===== config.mk =====
export PLATFORM = sky130hd
export DESIGN_NAME = hm01b0_strip_scheduler_flat
export DESIGN_NICKNAME = d
export VERILOG_FILES = /design/src/rtl/jfpjc_pkg.sv /design/src/rtl/hm01b0_strip_scheduler_if.sv /design/src/rtl/hm01b0_strip_scheduler.sv /design/src/flat_wrapper.sv
export SDC_FILE = /design/constraint.sdc
export NUM_CORES = 1
export LEC_CHECK = 0
export BUFFER_PORTS_ARGS = -buffer_cell sky130_fd_sc_hd__buf_4
export CORE_MARGIN = 2
export CORE_UTILIZATION = 40
export CTS_BUF_LIST = sky130_fd_sc_hd__clkbuf_4 sky130_fd_sc_hd__clkbuf_8 sky130_fd_sc_hd__clkbuf_16
export DETAILED_ROUTE_END_ITERATION = 8
export GPL_ROUTABILITY_DRIVEN = 0
export SLEW_MARGIN = 20
export SYNTH_ARGS = -nofsm -noshare
export SYNTH_HDL_FRONTEND = slang
export SYNTH_SLANG_ARGS = --single-unit

===== constraint.sdc =====
create_clock -name clock -period 1.6 [get_ports clock]
set_input_delay 0 -clock clock [delete_from_list [all_inputs] [get_ports clock]]
set_output_delay 0 -clock clock [all_outputs]
set_load 0.02 [all_outputs]

===== src/rtl/jfpjc_pkg.sv =====
// Shared definitions for the JPEG front-end pipeline: strip geometry and
// the strip scheduler state encoding.
package jfpjc_pkg;

    localparam int unsigned STRIP_ROWS = 8;

    typedef enum logic [1:0] {
        SCHED_IDLE  = 2'd0,
        SCHED_RUN   = 2'd1,
        SCHED_DRAIN = 2'd2
    } sched_state_t;

    // Index width for a strip counter; never zero even for single-strip frames.
    function automatic int unsigned index_width(input int unsigned strips);
        return (strips > 1) ? $clog2(strips) : 1;
    endfunction

endpackage


===== src/rtl/hm01b0_strip_scheduler_if.sv =====
// Event/handshake bundle between the HM01B0 ingester, the strip scheduler
// and the JPEG compressor front end.
interface hm01b0_strip_scheduler_if
    import jfpjc_pkg::*;
#(
    parameter int unsigned height_pix = 240
);
    localparam int unsigned index_w = index_width(height_pix / STRIP_ROWS);

    logic               frame_start;
    logic               strip_written;
    logic               strip_consumed;
    logic               frontbuffer_select;
    logic               compress_buffer;
    logic               compress_start;
    logic               ingest_enable;
    logic [index_w-1:0] strip_index;
    logic               frame_done;
    logic               frame_abort;
    logic               overrun;
    logic [7:0]         dropped_count;

    // Ingester/compressor side.
    modport master (
        output frame_start, strip_written, strip_consumed,
        input  frontbuffer_select, compress_buffer, compress_start,
               ingest_enable, strip_index, frame_done, frame_abort,
               overrun, dropped_count
    );

    // Scheduler side.
    modport slave (
        input  frame_start, strip_written, strip_consumed,
        output frontbuffer_select, compress_buffer, compress_start,
               ingest_enable, strip_index, frame_done, frame_abort,
               overrun, dropped_count
    );

endinterface


===== src/rtl/hm01b0_strip_scheduler.sv =====
// Ping-pong strip buffer scheduler: hands completed 8-row strips from the
// camera ingester to the compressor and flags strips lost to overrun.
module hm01b0_strip_scheduler
    import jfpjc_pkg::*;
#(
    parameter int unsigned width_pix  = 320,
    parameter int unsigned height_pix = 240
) (
    input  logic                     clock,
    input  logic                     reset,
    hm01b0_strip_scheduler_if.slave  bus
);

    localparam int unsigned strips_per_frame = height_pix / STRIP_ROWS;
    localparam int unsigned index_w          = index_width(strips_per_frame);
    localparam logic [index_w-1:0] last_index = index_w'(strips_per_frame - 1);

    if ((width_pix % STRIP_ROWS) != 0) begin : g_bad_width
        $error("hm01b0_strip_scheduler: width_pix must be a multiple of 8");
    end
    if ((height_pix % STRIP_ROWS) != 0) begin : g_bad_height
        $error("hm01b0_strip_scheduler: height_pix must be a multiple of 8");
    end

    sched_state_t       state_q, state_nxt;
    logic               front_q, front_nxt;
    logic               cbuf_q, cbuf_nxt;
    logic               busy_q, busy_nxt;
    logic               start_q, start_nxt;
    logic               ingest_q, ingest_nxt;
    logic [index_w-1:0] index_q, index_nxt;
    logic               done_q, done_nxt;
    logic               abort_q, abort_nxt;
    logic               overrun_q, overrun_nxt;
    logic [7:0]         dropped_q, dropped_nxt;

    // The compressor can take a new strip if idle or releasing this cycle.
    logic comp_free;
    assign comp_free = !busy_q || bus.strip_consumed;

    always_comb begin
        // NOTE: every target gets a default first so no path infers a latch.
        state_nxt   = state_q;
        front_nxt   = front_q;
        cbuf_nxt    = cbuf_q;
        busy_nxt    = busy_q;
        index_nxt   = index_q;
        overrun_nxt = overrun_q;
        dropped_nxt = dropped_q;
        start_nxt   = 1'b0;
        done_nxt    = 1'b0;
        abort_nxt   = 1'b0;

        if (bus.strip_consumed) begin
            busy_nxt = 1'b0;
        end

        if (bus.frame_start) begin
            // Buffer selects and comp_busy survive a restart on purpose.
            abort_nxt   = (state_q != SCHED_IDLE);
            state_nxt   = SCHED_RUN;
            index_nxt   = '0;
            overrun_nxt = 1'b0;
            dropped_nxt = '0;
        end else begin
            unique case (state_q)
                SCHED_RUN: begin
                    if (bus.strip_written) begin
                        if (comp_free) begin
                            cbuf_nxt  = front_q;
                            front_nxt = !front_q;
                            busy_nxt  = 1'b1;
                            start_nxt = 1'b1;
                        end else begin
                            overrun_nxt = 1'b1;
                            if (dropped_q != 8'hFF) begin
                                dropped_nxt = dropped_q + 8'd1;
                            end
                        end
                        if (index_q == last_index) begin
                            state_nxt = SCHED_DRAIN;
                        end else begin
                            index_nxt = index_q + 1'b1;
                        end
                    end
                end
                SCHED_DRAIN: begin
                    if (comp_free) begin
                        done_nxt  = 1'b1;
                        state_nxt = SCHED_IDLE;
                    end
                end
                default: ;
            endcase
        end

        ingest_nxt = (state_nxt == SCHED_RUN);
    end

    // NOTE: sequential state uses non-blocking assignments only.
    always_ff @(posedge clock or posedge reset) begin
        if (reset) begin
            state_q   <= SCHED_IDLE;
            front_q   <= 1'b0;
            cbuf_q    <= 1'b1;
            busy_q    <= 1'b0;
            start_q   <= 1'b0;
            ingest_q  <= 1'b0;
            index_q   <= '0;
            done_q    <= 1'b0;
            abort_q   <= 1'b0;
            overrun_q <= 1'b0;
            dropped_q <= '0;
        end else begin
            state_q   <= state_nxt;
            front_q   <= front_nxt;
            cbuf_q    <= cbuf_nxt;
            busy_q    <= busy_nxt;
            start_q   <= start_nxt;
            ingest_q  <= ingest_nxt;
            index_q   <= index_nxt;
            done_q    <= done_nxt;
            abort_q   <= abort_nxt;
            overrun_q <= overrun_nxt;
            dropped_q <= dropped_nxt;
        end
    end

    assign bus.frontbuffer_select = front_q;
    assign bus.compress_buffer    = cbuf_q;
    assign bus.compress_start     = start_q;
    assign bus.ingest_enable      = ingest_q;
    assign bus.strip_index        = index_q;
    assign bus.frame_done         = done_q;
    assign bus.frame_abort        = abort_q;
    assign bus.overrun            = overrun_q;
    assign bus.dropped_count      = dropped_q;

endmodule


===== src/flat_wrapper.sv =====
// flat-port wrapper written by rule: the top's interface ports become plain ports
module hm01b0_strip_scheduler_flat import jfpjc_pkg::*;
#(
    parameter int unsigned width_pix  = 320,
    parameter int unsigned height_pix = 240
)
  (clock, reset, bus_frame_start, bus_strip_written, bus_strip_consumed, bus_frontbuffer_select, bus_compress_buffer, bus_compress_start, bus_ingest_enable, bus_strip_index, bus_frame_done, bus_frame_abort, bus_overrun, bus_dropped_count);
  hm01b0_strip_scheduler_if #(.height_pix(height_pix)) bus_i ();
  input  logic clock;
  input  logic reset;
  input wire logic [$bits(bus_i.frame_start)-1:0] bus_frame_start;
  input wire logic [$bits(bus_i.strip_written)-1:0] bus_strip_written;
  input wire logic [$bits(bus_i.strip_consumed)-1:0] bus_strip_consumed;
  output wire logic [$bits(bus_i.frontbuffer_select)-1:0] bus_frontbuffer_select;
  output wire logic [$bits(bus_i.compress_buffer)-1:0] bus_compress_buffer;
  output wire logic [$bits(bus_i.compress_start)-1:0] bus_compress_start;
  output wire logic [$bits(bus_i.ingest_enable)-1:0] bus_ingest_enable;
  output wire logic [$bits(bus_i.strip_index)-1:0] bus_strip_index;
  output wire logic [$bits(bus_i.frame_done)-1:0] bus_frame_done;
  output wire logic [$bits(bus_i.frame_abort)-1:0] bus_frame_abort;
  output wire logic [$bits(bus_i.overrun)-1:0] bus_overrun;
  output wire logic [$bits(bus_i.dropped_count)-1:0] bus_dropped_count;
  assign bus_i.frame_start = bus_frame_start;
  assign bus_i.strip_written = bus_strip_written;
  assign bus_i.strip_consumed = bus_strip_consumed;
  assign bus_frontbuffer_select = bus_i.frontbuffer_select;
  assign bus_compress_buffer = bus_i.compress_buffer;
  assign bus_compress_start = bus_i.compress_start;
  assign bus_ingest_enable = bus_i.ingest_enable;
  assign bus_strip_index = bus_i.strip_index;
  assign bus_frame_done = bus_i.frame_done;
  assign bus_frame_abort = bus_i.frame_abort;
  assign bus_overrun = bus_i.overrun;
  assign bus_dropped_count = bus_i.dropped_count;
  hm01b0_strip_scheduler #(.width_pix(width_pix), .height_pix(height_pix)) u_core (.clock(clock), .reset(reset), .bus(bus_i));
endmodule

==> impl_results.md <==
- Crit path launch type: flip-flop
- Starting Density: 0.4211
- Fin. max-slew vios: 0
- Endpoints failing hold: 0
- First-pass GRT wire length: 4.291 mm
- CTS Buf Count: 3
- Top cell type's share of synthesized area: 0.4741
- Combinational group share of total power: 0.247
- CTS sink count: 23
- Vias in the first global route: 973
- Routed via count: 1009
- Synth cell types: 39
- Worst r2r src: u_core.state_q[1]
- Status: finished with violations
- IO buf count: 24
- Post-synth EDFFs: 0
- Final wirelength: 2.504 mm
- Die Wd: 57.88 um
- Syn nets: 121
- Clock power share: 0.214
- Switching part of the total: 0.2942
- Hold depth: 4
- DRC: 0
- Hold wc startpoint: bus_strip_written
- Power per cell area: 736.2 nW/um2
- Failing checks: setup timing
- RSZ-0062 raised after global routing: true
- FP Rows: 19
- Worst Hold Class: primary input to flip-flop
- Antenna violations before repair: 0
- Layout area overhead: 46.01%
- Min Tclk post-route: 1698 ps
- Antenna cells: 0
- Seq/Total Area, Yosys: 0.4968
- Leakage: 0.7806 nW
- Worst-margin pin slew: 368.6 ps
- VDD IR max: 613.7 uV
- Hold Path Sink: u_core.busy_q
- Crit-path max FO: 5
- # setup viols final: 4
- Max Clock Freq: 0.5890 GHz
- H-tree depth: 1
- Required time worst endpoint: 1850 ps
- Final ANT Viol Nets: 0
- Die area: 3350 um2
- Max Cap Viol: 0
- Root Buffer: clkbuf_4
- Critical path type: flip-flop to flip-flop
- Reg power frac: 0.539
- Final HPWL DP: 1.769 mm
- Util after Layout: 0.6148
- Reg2reg end: u_core.bus.dropped_count[5]
- Synth top cells by count: dfrtp_1 (22), nor2_1 (10), inv_1 (7)
- Final-stage net count: 172
- Chip Height: 57.88 um
- Fraction of registers with async set/reset: 1.000
- Clock-pin transition on the worst setup and hold timing paths: 140 ps
- Initial DRT Pass Iterations: 4
- Clk_lat worst skew: 310 ps
- Post-Syn Area per Cell: 10.56 um2
- Main synth FF type: dfrtp_1
- Routed WL per cell: 13.11 um
- Core ar.: 2758 um2
- Reg2Reg Setup Slack: -100 ps
- Flops & latches, synth: 23
- Synthesis Warnings: 0
- Slew HR: 0.7537
- Maximum number of pins on one net before global-route repair: 24
- Boundary pin count: 25
- Top post-synthesis cells by area: dfrtp_1 (47%), ha_1 (6.5%), xnor2_1 (3.8%), nor2_1 (3.2%), dfstp_2 (2.3%)
- Gr usage total: 0.1645
- Reg2Reg Depth: 6
- Final Skew: 14.00 ps
- Initial drt markers: 41
- Max Root-Sink Buffers: 2
- Tcrit/Tclk final: 1.061
- CP Capture Type: flip-flop
- Grt ovf: 0
- Synthesized instance count: 110
- NetSw: 367.2 uW
- Area leader, netlist: dfrtp_1
- CTS tree: done
- Ratio of cells with drive above 1 in the final layout: 0.5063
- Crit path launch: u_core.state_q[1]
- Power Internal: 880.9 uW
- Count leader, synth: dfrtp_1
- Data arrival, critical path: 1950 ps
- Sum of negative setup slack: -163.5 ps
- Post-Syn Area: 1161 um2
- Setup ws final: -97.66 ps
- Via density: 5.283
[area by class of cell]
type | instances | area (um2)
fillers | 248 | 1062
multi-input cells | 74 | 623.1
flip-flops and latches | 23 | 581.8
repair buffers | 51 | 394.1
well taps | 31 | 38.79
inverters | 8 | 30.03
clock buffers | 3 | 22.52
clock inverters | 1 | 5.005
[what timing repair did]
action / CTS / global route
hold endpoints to repair: 35 / 0
hold buffers: 3 / 0
resized for setup: 7 / 14
pin swaps: 6 / 3
setup endpoints to repair: 7 / 14
setup buffers: 3 / 1
[placed cells by master, fill, tap and decap left out, types with 2 or more instances in the layout]
cell type	count
nand4_1	2
inv_1	6
nand2_1	4
buf_4	47
nand3_1	2
clkbuf_4	3
o31ai_1	2
xnor2_1	5
nor3b_1	2
o21ai_1	2
mux2_2	2
and3_4	2
dlygate4sd3_1	3
inv_2	2
a21oi_1	3
dfrtp_1	18
nor3_1	2
nor2b_1	2
dfrtp_2	4
nor2_1	9
ha_1	4
ha_4	2
o21ai_0	2
[worst max path at each step]
stage	endpoint	slack [ps]	cells after the start
global placement	u_core.bus.dropped_count[5]	-30	5
finish	u_core.bus.dropped_count[5]	-100	6
floorplan	u_core.bus.dropped_count[3]	-120	6
CTS	u_core.bus.dropped_count[5]	-60	6
detailed placement	u_core.bus.dropped_count[5]	-60	5
global route	u_core.bus.dropped_count[5]	-140	6
[flip-flops by register name, indices dropped and copies added, names as in the netlist]
name and count:
u_core.bus.frame_abort 1, u_core.busy_q 1, u_core.bus.overrun 1, u_core.bus.dropped_count 8
u_core.bus.compress_buffer 1, u_core.bus.frame_done 1, u_core.bus.ingest_enable 1, u_core.bus.strip_index 5
u_core.bus.frontbuffer_select 1, u_core.state_q 2, u_core.bus.compress_start 1
[kinds of logic after synthesis]
family,share of synthesized area
flip-flops,0.4968
AO/OA/AOI/OAI,0.1207
XOR/XNOR,0.04526
AND/OR/NAND/NOR,0.2037
multiplexers,0.01940
adder cells (fa/ha/maj),0.06465
buffers and inverters,0.04956
[power by group through the flow]
| stage | clock (mW) | combinational, mW | sequential, mW |
|---|---|---|---|
| after global routing | 0.309 | 0.336 | 0.681 |
| after detailed placement | 0 | 0.283 | 0.687 |
| final | 0.268 | 0.308 | 0.672 |
| after global placement | 0 | 0.280 | 0.684 |
| after floorplan | 0 | 0.105 | 0.741 |
| after CTS | 0.286 | 0.303 | 0.672 |
[per-stage QoR]
stage / setup slack, ps / total power [mW] / hold WS [ps] / cell area [um2] / std cells
2_1_floorplan: -121.0 / 0.8464 / 0.9029 / 1207 / 110
3_3_place_gp: -29.36 / 0.9641 / 62.31 / 1539 / 180
3_5_place_dp: -64.26 / 0.9695 / 73.34 / 1539 / 180
4_1_cts: -58.16 / 1.262 / 96.57 / 1644 / 190
5_1_grt: -141.5 / 1.326 / 104.7 / 1695 / 191
6_report: -97.66 / 1.248 / 106.4 / 1695 / 191
[routing by layer]
layer | global-route usage | routed length (um) | vias to the layer above
met3 | 0.02009 | 89 | 4
li1 | - | - | 490
met2 | 0.2679 | 1280 | 19
met5 | 0 | 0 | -
met4 | 0.07641 | 35 | 0
met1 | 0.2193 | 1099 | 496
[critical path, stage by stage, from the launching register on]
cell	delay [ps]
dfrtp_1	440
inv_2	90
ha_4	140
nand4b_4	120
and2_4	180
or4_4	510
a21oi_2	160
Note: power is estimated with default switching activity, not from simulation.
